--- src/rtl/benes_cfg_sequencer.sv ---
// benes_cfg_sequencer
// Control-plane sequencer for a pipelined Benes network. Holds NUM_SLOTS switch
// configurations, loads them one stage word per beat over a ready/valid stream,
// and steers every stage's switch_set from the slot of the job currently in
// that stage. A slot is only overwritten once no job using it is in flight.
// Optional build macro: BENES_SEQ_PERF_EN adds the perf_jobs / perf_stall
// saturating event counters.
module benes_cfg_sequencer #(
  parameter int SIZE        = 32,
  parameter int LAYER_NUM   = $clog2(SIZE),
  parameter int STAGE_NUM   = 2 * LAYER_NUM - 1,
  parameter int SWITCH_NUM  = SIZE / 2,
  parameter int NET_LATENCY = STAGE_NUM - 1,
  parameter int NUM_SLOTS   = 4,
  parameter int SLOT_W      = $clog2(NUM_SLOTS)
) (
  input  logic                                  clk,
  input  logic                                  rst,
  input  logic                                  cfg_valid,
  output logic                                  cfg_ready,
  input  logic [SLOT_W-1:0]                     cfg_slot,
  input  logic [SWITCH_NUM-1:0]                 cfg_data,
  output logic                                  cfg_done,
  input  logic                                  in_valid,
  output logic                                  in_ready,
  input  logic [SLOT_W-1:0]                     in_slot,
  output logic [STAGE_NUM-1:0][SWITCH_NUM-1:0]  switch_set,
  output logic                                  net_in_en,
  output logic                                  out_valid,
  output logic [SLOT_W-1:0]                     out_slot,
  output logic [NUM_SLOTS-1:0]                  slot_loaded
`ifdef BENES_SEQ_PERF_EN
  ,
  output logic [31:0]                           perf_jobs,
  output logic [31:0]                           perf_stall
`endif
);

  // The pipe must reach both the last switch stage and the output tap.
  localparam int PIPE_LEN = (STAGE_NUM > NET_LATENCY + 1) ? STAGE_NUM : NET_LATENCY + 1;
  localparam int BUSY_W   = $clog2(NET_LATENCY + 2);
  localparam int CNT_W    = (STAGE_NUM > 1) ? $clog2(STAGE_NUM) : 1;
  localparam logic [CNT_W-1:0] LAST_BEAT = CNT_W'(STAGE_NUM - 1);

  typedef enum logic [1:0] {C_IDLE, C_LOAD, C_WAIT, C_COMMIT} cfg_state_e;
  typedef logic [STAGE_NUM-1:0][SWITCH_NUM-1:0] slot_cfg_t;

  cfg_state_e           state_q, state_d;
  logic [SLOT_W-1:0]    target_q;
  logic [CNT_W-1:0]     cnt_q;
  slot_cfg_t            stage_buf_q;
  slot_cfg_t            cfg_mem_q [NUM_SLOTS];
  logic [NUM_SLOTS-1:0] slot_loaded_q;
  logic [PIPE_LEN-1:0]  vld_pipe_q;
  logic [SLOT_W-1:0]    tag_pipe_q [PIPE_LEN];
  logic [BUSY_W-1:0]    busy_q [NUM_SLOTS];

  logic                 accept_cfg, lock_target, commit;
  logic                 beat_fire, in_fire, target_busy;
  logic [NUM_SLOTS-1:0] busy_inc, busy_dec;

  // Config FSM state register.
  // NOTE: every clocked block uses non-blocking assignments so all registers
  // update together from pre-edge values, independent of block ordering.
  always_ff @(posedge clk or posedge rst) begin
    if (rst) state_q <= C_IDLE;
    else     state_q <= state_d;
  end

  // Config FSM next-state logic.
  // NOTE: the default at the top of a combinational block guarantees every
  // path assigns the signal, so no latch is inferred.
  always_comb begin
    state_d = state_q;
    unique case (state_q)
      C_IDLE:   if (beat_fire) state_d = (STAGE_NUM == 1) ? C_WAIT : C_LOAD;
      C_LOAD:   if (beat_fire && cnt_q == LAST_BEAT) state_d = C_WAIT;
      C_WAIT:   if (!target_busy) state_d = C_COMMIT;
      C_COMMIT: state_d = C_IDLE;
      default:  state_d = C_IDLE;
    endcase
  end

  // Config FSM outputs: beat acceptance, target lock and commit strobe.
  always_comb begin
    accept_cfg  = 1'b0;
    lock_target = 1'b0;
    commit      = 1'b0;
    unique case (state_q)
      C_IDLE, C_LOAD: accept_cfg = 1'b1;
      C_WAIT:         lock_target = 1'b1;
      C_COMMIT: begin
        lock_target = 1'b1;
        commit      = 1'b1;
      end
      default: ;
    endcase
  end

  // cfg_ready is held low while reset is asserted even though the FSM idles.
  assign cfg_ready   = accept_cfg & ~rst;
  assign cfg_done    = commit;
  assign beat_fire   = cfg_valid & cfg_ready;
  assign target_busy = (busy_q[target_q] != '0);

  // A job to an unloaded slot, or to the slot being swapped, simply waits.
  assign in_ready = slot_loaded_q[in_slot] & ~(lock_target & (target_q == in_slot));
  assign in_fire  = in_valid & in_ready;

  // Collect incoming stage words; the slot index is taken from the first beat.
  always_ff @(posedge clk or posedge rst) begin
    if (rst) begin
      target_q    <= '0;
      cnt_q       <= '0;
      stage_buf_q <= '0;
    end else if (beat_fire) begin
      if (state_q == C_IDLE) begin
        target_q       <= cfg_slot;
        stage_buf_q[0] <= cfg_data;
        cnt_q          <= CNT_W'(1);
      end else begin
        stage_buf_q[cnt_q] <= cfg_data;
        cnt_q              <= cnt_q + 1'b1;
      end
    end
  end

  // Copy the staged configuration into its slot in a single cycle.
  // NOTE: the configuration store is a small flop array, so it is cleared on
  // reset; a RAM-backed store would not be, and slot_loaded would guard it.
  always_ff @(posedge clk or posedge rst) begin
    if (rst) begin
      for (int i = 0; i < NUM_SLOTS; i++) cfg_mem_q[i] <= '0;
      slot_loaded_q <= '0;
    end else if (commit) begin
      cfg_mem_q[target_q]     <= stage_buf_q;
      slot_loaded_q[target_q] <= 1'b1;
    end
  end

  // Valid/tag pipes that follow each job's data through the network stages.
  always_ff @(posedge clk or posedge rst) begin
    if (rst) begin
      vld_pipe_q <= '0;
      for (int s = 0; s < PIPE_LEN; s++) tag_pipe_q[s] <= '0;
    end else begin
      vld_pipe_q[0] <= in_fire;
      tag_pipe_q[0] <= in_fire ? in_slot : '0;
      for (int s = 1; s < PIPE_LEN; s++) begin
        vld_pipe_q[s] <= vld_pipe_q[s-1];
        tag_pipe_q[s] <= tag_pipe_q[s-1];
      end
    end
  end

  // Per-slot in-flight increment/decrement events.
  always_comb begin
    busy_inc = '0;
    busy_dec = '0;
    for (int i = 0; i < NUM_SLOTS; i++) begin
      busy_inc[i] = in_fire & (in_slot == SLOT_W'(i));
      busy_dec[i] = out_valid & (out_slot == SLOT_W'(i));
    end
  end

  // Per-slot in-flight counters; simultaneous issue and retire cancel out.
  always_ff @(posedge clk or posedge rst) begin
    if (rst) begin
      for (int i = 0; i < NUM_SLOTS; i++) busy_q[i] <= '0;
    end else begin
      for (int i = 0; i < NUM_SLOTS; i++) begin
        if (busy_inc[i] && !busy_dec[i])      busy_q[i] <= busy_q[i] + 1'b1;
        else if (!busy_inc[i] && busy_dec[i]) busy_q[i] <= busy_q[i] - 1'b1;
      end
    end
  end

  // Each stage takes its word from the slot of the job currently in it.
  always_comb begin
    switch_set = '0;
    for (int s = 0; s < STAGE_NUM; s++) begin
      if (vld_pipe_q[s]) switch_set[s] = cfg_mem_q[tag_pipe_q[s]][s];
    end
  end

  assign net_in_en   = vld_pipe_q[0];
  assign out_valid   = vld_pipe_q[NET_LATENCY];
  assign out_slot    = tag_pipe_q[NET_LATENCY];
  assign slot_loaded = slot_loaded_q;

`ifdef BENES_SEQ_PERF_EN
  logic [31:0] perf_jobs_q, perf_stall_q;

  // Saturating counters of accepted jobs and stalled job requests.
  always_ff @(posedge clk or posedge rst) begin
    if (rst) begin
      perf_jobs_q  <= '0;
      perf_stall_q <= '0;
    end else begin
      if (in_fire && perf_jobs_q != '1)                  perf_jobs_q  <= perf_jobs_q + 1'b1;
      if (in_valid && !in_ready && perf_stall_q != '1)   perf_stall_q <= perf_stall_q + 1'b1;
    end
  end

  assign perf_jobs  = perf_jobs_q;
  assign perf_stall = perf_stall_q;
`endif

endmodule

--- config.mk ---
export PLATFORM = sky130hd
export DESIGN_NAME = benes_cfg_sequencer
export DESIGN_NICKNAME = d
export VERILOG_FILES = /design/src/rtl/benes_cfg_sequencer.sv
export SDC_FILE = /design/constraint.sdc
export NUM_CORES = 1
export LEC_CHECK = 0
export ABC_AREA = 0
export CAP_MARGIN = 20
export CORE_MARGIN = 5
export CORE_UTILIZATION = 46
export CTS_CLUSTER_SIZE = 30
export DETAILED_ROUTE_END_ITERATION = 8
export GPL_ROUTABILITY_DRIVEN = 0
export HOLD_SLACK_MARGIN = 0.15
export REMOVE_ABC_BUFFERS = 1
export SETUP_SLACK_MARGIN = 0.5
export SYNTH_ARGS = -nofsm -noshare
export SYNTH_HDL_FRONTEND = slang
export SYNTH_SLANG_ARGS = --single-unit
--- constraint.sdc ---
create_clock -name clk -period 47.9 [get_ports clk]
set_input_delay 11.975 -clock clk [delete_from_list [all_inputs] [get_ports clk]]
set_output_delay 11.975 -clock clk [all_outputs]
set_load 0.005 [all_outputs]
==> results of run 1 <==
cell type report:
cell class              count  area, µm²
flip-flops and latches    775      19400
multi-input cells        1146      13400
inverters                  11       48.8
well taps                 959       1200
repair buffers            221       2160
diodes                      2       5.00
clock buffers             123       2540
clock inverters            25        185
fillers                  5952      33600
per-layer routing:
layer	vias to the layer above	global-route usage, %	share of wire, %	routed length, µm
li1	7866	-	-	-
met1	9807	28.9	45	35400
met2	301	34.2	50	39300
met3	98	3.02	3.9	3110
met4	0	5.05	2.0	1570
met5	-	0	0	0
sequential cells by signal (all words and copies together) (netlist names):
register / flops
cnt_q: 4
tag_pipe_q: 16
out_slot: 2
vld_pipe_q: 9
slot_loaded: 4
busy_q: 16
state_q: 2
cfg_mem_q: 576
stage_buf_q: 144
target_q: 2
how the worst max path moves through the flow:
stage | to | slack, ps | depth (start not counted) | start
6_report | in_ready | 22200 | 4 | in_slot[1]
5_1_grt | in_ready | 22110 | 4 | in_slot[1]
4_1_cts | in_ready | 22200 | 4 | in_slot[1]
3_5_place_dp | in_ready | 22210 | 4 | in_slot[1]
3_3_place_gp | in_ready | 22220 | 4 | in_slot[1]
2_1_floorplan | busy_q[0]$_DFFE_PP0P_ | 14170 | 1 | rst
cell usage in the layout (no fill, tap or decap), types with 8 or more instances in the layout:
| master | n |
|---|---|
| nor2_1 | 10 |
| mux2_2 | 592 |
| xnor2_1 | 12 |
| clkdlybuf4s50_1 | 178 |
| ha_1 | 21 |
| buf_4 | 40 |
| mux2_1 | 135 |
| clkinv_2 | 20 |
| mux4_2 | 145 |
| dfrtp_1 | 775 |
| inv_1 | 8 |
| clkbuf_16 | 87 |
| and2_1 | 146 |
| nand2_1 | 8 |
| clkbuf_8 | 23 |
| o21ai_0 | 11 |
| clkbuf_1 | 13 |
kinds of logic (layout without fill, tap and decap cells):
| family | after synthesis | count (layout) | synth area share [%] |
|---|---|---|---|
| buffers and inverters | 135 | 380 | 2.05 |
| other | 0 | 2 | 0 |
| xor gates and xnor gates | 18 | 18 | 0.471 |
| DFF | 775 | 775 | 58.0 |
| muxes | 872 | 872 | 34.2 |
| AOI/OAI and AO/OA | 28 | 28 | 0.527 |
| adders and majority gates | 25 | 25 | 1.02 |
| and+or+nand+nor | 203 | 203 | 3.76 |
report_power, final:
| part | internal [µW] | total, µW | switching (µW) |
|---|---|---|---|
| registers | 835 | 985 | 150 |
| clock network | 377 | 635 | 258 |
| logic | 313 | 524 | 212 |
metrics by stage:
| stage | setup WS, ps | utilization (%) | hold slack [ps] |
|---|---|---|---|
| floorplan | 14170 | - | 437 |
| global placement | 22220 | 49.8 | 453 |
| detailed placement | 22210 | 49.8 | 457 |
| CTS | 22200 | 53.5 | 471 |
| global route | 22110 | 53.7 | 476 |
| finish | 22200 | 53.7 | 467 |
critical path, stage by stage:
cell             delay, ps
clkdlybuf4s50_1        620
mux4_2                 530
o31a_1                 140
clkdlybuf4s50_1        460
==> flow_summary.toml, run 1 <==
[outcome]
status = "completed"

[yosys]
async_flop_share_pct = 100
ys.flop_type = "dfrtp_1"
ys_types = 44
syn_avg_cell_area_um2 = 16.3
synth-seq-area-share_pct = 58.0
syn_inst = 2056
yosys.area.top_type = "dfrtp_1"
ys_warn_count = 0
yosys-top-cells-count = "dfrtp_1 (775), mux2_2 (592), and2_1 (146)"
synth-edff-count = 0
synthTopCellsByArea = "dfrtp_1 (58%), mux2_2 (20%), mux4_2 (9.8%)"
ys_ff_latch = 775
synth_top_area_share_pct = 58.0
yosysMostFrequentCell = "dfrtp_1"
synthesis.area_mm2 = 0.0335

[routing]
dr.first_iter.drc_count = 1027
via_per_inst = 5.54
vias = 18072
drcViolationCount = 0
wl_per_cell_um = 24.3
final_antenna_net_count = 0
firstDrtPassIters = 4
finalWirelength_um = 79400

[min_path]
hold_path_class = "reg2reg"
whs_endpoint = "busy_q[7]$_DFFE_PP0P_"
hold-path-cell-count = 1
min_from = "busy_q[7]$_DFFE_PP0P_"

[cells_and_area]
final_cell_count_no_fill = 3262
finalNetCount = 2286
stdcell_area_mm2 = 0.0390
drive_above_1_share_pct = 40.8
areaGrowthSynthToFinish_pct = 16.4

[die]
die_x_um = 280
fp.dieH_um = 280
start_util_pct = 46.1
dieArea_mm2 = 0.0782
num_io_pins = 179
rows = 99
fp.coreArea_mm2 = 0.0726

[clock_tree]
insertion_delay_ps = 610
cts_buffers = 82
clk_path_buf_depth = 3
postCtsSetupRepairBufs = 0
ctsResizeCount = 0
cts.reportedPaths.clkPinSlew_ps = 60
root_buffer = "clkbuf_16"
cts.sinks = 775
htreeDepth = 3
hold_buffers = 0
cts_tree = "done"

[global_route]
grt_pass1_wl_um = 123000
track_usage_pct = 20.5
grt_max_degree = 145
grt_pass1_vias = 19960
grt_overflow = 0
antenna_found_initial = 11

[run]
drv_cap = 0

[power_and_ir_drop]
cellLeakagePower_uw = 0.0185
ir_worst_vdd_mv = 0.0342
power_uw = 2140
p_per_area_mw_per_mm2 = 55.0

[setup_path]
worstPathArrival_ps = 13730
r2r_slack_ps = 44130
reg2reg_to = "cfg_mem_q[189]$_DFFE_PP0P_"
worstReg2RegStart = "state_q[0]$_DFFE_PP0P_"
crit_fanout = 6
crit_type = "in2out"
reg2regPathDepth = 5
cp.required_ps = 35920
endpoint_kind = "output pin"
start_kind = "input pin"

[sta]
final-hold-violation-count = 0
finalSetupTns_ps = 0
max_freq_ghz = 0.0389
rsz0062_at_grt = "no"
setup_violations = 0
fin_worst_skew_ps = 24.2
fin_crit_ps = 25700
slew_headroom_pct = 25.0
tightest_slew_ps = 1120
slew_violations = 0
min_period_over_period_pct = 53.7

[placed_design]
hpwl_um = 45600
io_buffers = 178
place_area_mm2 = 0.0361
dp.cells = 3109
Note: power is estimated with default switching activity, not from simulation.
==> run 2: changes to the inputs <==
==> constraint.sdc (replaced) <==
create_clock -name clk -period 26 [get_ports clk]
set_input_delay 6.5 -clock clk [delete_from_list [all_inputs] [get_ports clk]]
set_output_delay 6.5 -clock clk [all_outputs]
set_load 0.005 [all_outputs]
==> run 2 against run 1 <==
  * Hold slack about the same
  * Highest routed layer unchanged
  * Utilization down 0.079 points
  * Largest cell class unchanged
  * Die area unchanged
  * Setup slack worse by 11000 ps
==> flow_summary.toml, run 2 (synthesis results as in run 1) <==
[outcome]
status = "completed"

[die]
fp.dieH_um = 280
num_io_pins = 179
fp.coreArea_mm2 = 0.0726
die_x_um = 280
start_util_pct = 46.1
rows = 99
dieArea_mm2 = 0.0782

[min_path]
hold-path-cell-count = 1
whs_endpoint = "busy_q[15]$_DFFE_PP0P_"
min_from = "busy_q[15]$_DFFE_PP0P_"
hold_path_class = "reg2reg"

[placed_design]
dpl_worst_slack_ps = 11270
dp.cells = 3106
hpwl_um = 45300
io_buffers = 178

[global_route]
grt_overflow = 0
antenna_found_initial = 12
grt_pass1_wl_um = 123000
track_usage_pct = 20.5
grt_pass1_vias = 19994
grt_max_degree = 171

[setup_path]
crit_fanout = 6
path_buf_inv = 2
critPathMostFrequentCell = "clkdlybuf4s50_1"
cp.required_ps = 19500
reg2regPathDepth = 13
start_kind = "input pin"
r2r_slack_ps = 23000
path_cells = "clkdlybuf4s50_1 > mux4_2 > o31a_1 > clkdlybuf4s50_1"
cp.depth = 4
worstPathArrival_ps = 8210
cp_slowest_stage_delay_ps = 580
cp_slowest_cell = "clkdlybuf4s50_1"
reg2reg_to = "busy_q[3]$_DFFE_PP0P_"
worstReg2RegStart = "state_q[0]$_DFFE_PP0P_"
crit_type = "in2out"
path_delay_family = "buffers and inverters"
endpoint_kind = "output pin"

[cells_and_area]
largest_registers = "cfg_mem_q x576, stage_buf_q x144"
drive_above_1_share_pct = 40.9
areaGrowthSynthToFinish_pct = 16.2
finalNetCount = 2281
largest_register = "cfg_mem_q"
largest_reg_flops = 576
layout_commonest_cell = "dfrtp_1"
mostFrequentLayoutCells = "dfrtp_1 (775), mux2_2 (592), clkdlybuf4s50_1 (178)"
final_cell_count_no_fill = 3260

[routing]
drcViolationCount = 0
final_antenna_net_count = 0
via_per_inst = 5.54
vias = 18046
wl_met1_um = 34200
firstDrtPassIters = 8
met2WireLength_um = 39600
wl_met3_um = 3490
dr.first_iter.drc_count = 1059
wl_per_cell_um = 24.1
top_layer = "met4"
finalWirelength_um = 78700

[sta]
tightest_slew_ps = 1090
max_freq_ghz = 0.0680
setup_violations = 0
rsz0062_at_grt = "no"
setup_ws_ps = 11290
fin_crit_ps = 14710
min_period_over_period_pct = 56.6
finalSetupTns_ps = 0
fin_worst_skew_ps = 15.4
slew_headroom_pct = 27.1
final-hold-violation-count = 0
slew_violations = 0

[clock_tree]
postCtsSetupRepairBufs = 0
insertion_delay_ps = 600
ctsResizeCount = 0
hold_buffers = 0
cts.reportedPaths.clkPinSlew_ps = 60
htreeDepth = 3
clk_path_buf_depth = 3
cts_buffers = 82
root_buffer = "clkbuf_16"
cts.sinks = 775
cts_tree = "done"

[power_and_ir_drop]
cellLeakagePower_uw = 0.0185
ir_worst_vdd_mv = 0.0584
p_per_area_mw_per_mm2 = 102

[run]
drv_cap = 0
-- run 2: cell count changes in the layout (fill, tap and decap cells not counted) --
| cell | previous run | this run |
|---|---|---|
| buf_16 | 3 | 1 |
| diode_2 | 2 | 4 |
| inv_6 | 1 | 2 |
| clkbuf_1 | 13 | 9 |
| buf_12 | 0 | 2 |
| bufinv_16 | 2 | 5 |
| clkbuf_8 | 23 | 17 |
| clkinvlp_4 | 1 | 0 |
| buf_4 | 40 | 35 |
| clkinv_4 | 1 | 0 |
| clkinv_2 | 20 | 31 |
| clkbuf_16 | 87 | 85 |
-- run 2: how the worst max path moves through the flow --
stage,startpoint,end
CTS,in_slot[1],in_ready
detailed placement,in_slot[1],in_ready
finish,in_slot[1],in_ready
global route,in_slot[1],in_ready
global placement,in_slot[1],in_ready
floorplan,rst,busy_q[0]$_DFFE_PP0P_
-- run 2: final cells by class --
type                    count  area (µm²)
repair buffers            216        2110
diodes                      4        10.0
inverters                  11        48.8
multi-input cells        1146       13400
clock buffers             111        2390
fillers                  5999       33700
flip-flops and latches    775       19400
clock inverters            38         323
well taps                 959        1200
-- run 2: through the flow --
| step | utilization, % | cell area (µm²) | hold slack (ps) | total power [µW] |
|---|---|---|---|---|
| after floorplan | - | 32800 | 437 | 2480 |
| after detailed placement | 49.8 | 36100 | 453 | 2820 |
| after global routing | 53.6 | 38900 | 490 | 4170 |
| after global placement | 49.8 | 36100 | 452 | 2760 |
| final | 53.6 | 38900 | 467 | 3950 |
| after CTS | 53.5 | 38900 | 467 | 4010 |
-- run 2: worst reg2reg max path, delay by kind of cell (launching register included) --
kind | cells | cell delay [ps]
XOR/XNOR | 2 | 280
AND/OR/NAND/NOR | 4 | 580
adder cells (fa/ha/maj) | 3 | 840
buffers and inverters | 1 | 120
flip-flops | 1 | 400
AO/OA/AOI/OAI | 3 | 660
-- run 2: report_power, final --
group          internal, µW  switching [µW]  total [µW]  leakage (µW)
logic                   576             384         959       0.00661
clock network           695             475        1170       0.00138
registers              1540             281        1820        0.0105
total                  2810            1140        3950        0.0185
-- run 2: layer usage --
| layer | track usage (%) | up-vias |
|---|---|---|
| met3 | 2.98 | 92 |
| met1 | 28.4 | 9810 |
| met4 | 5.30 | 0 |
| li1 | - | 7842 |
| met5 | 0 | - |
| met2 | 34.5 | 302 |
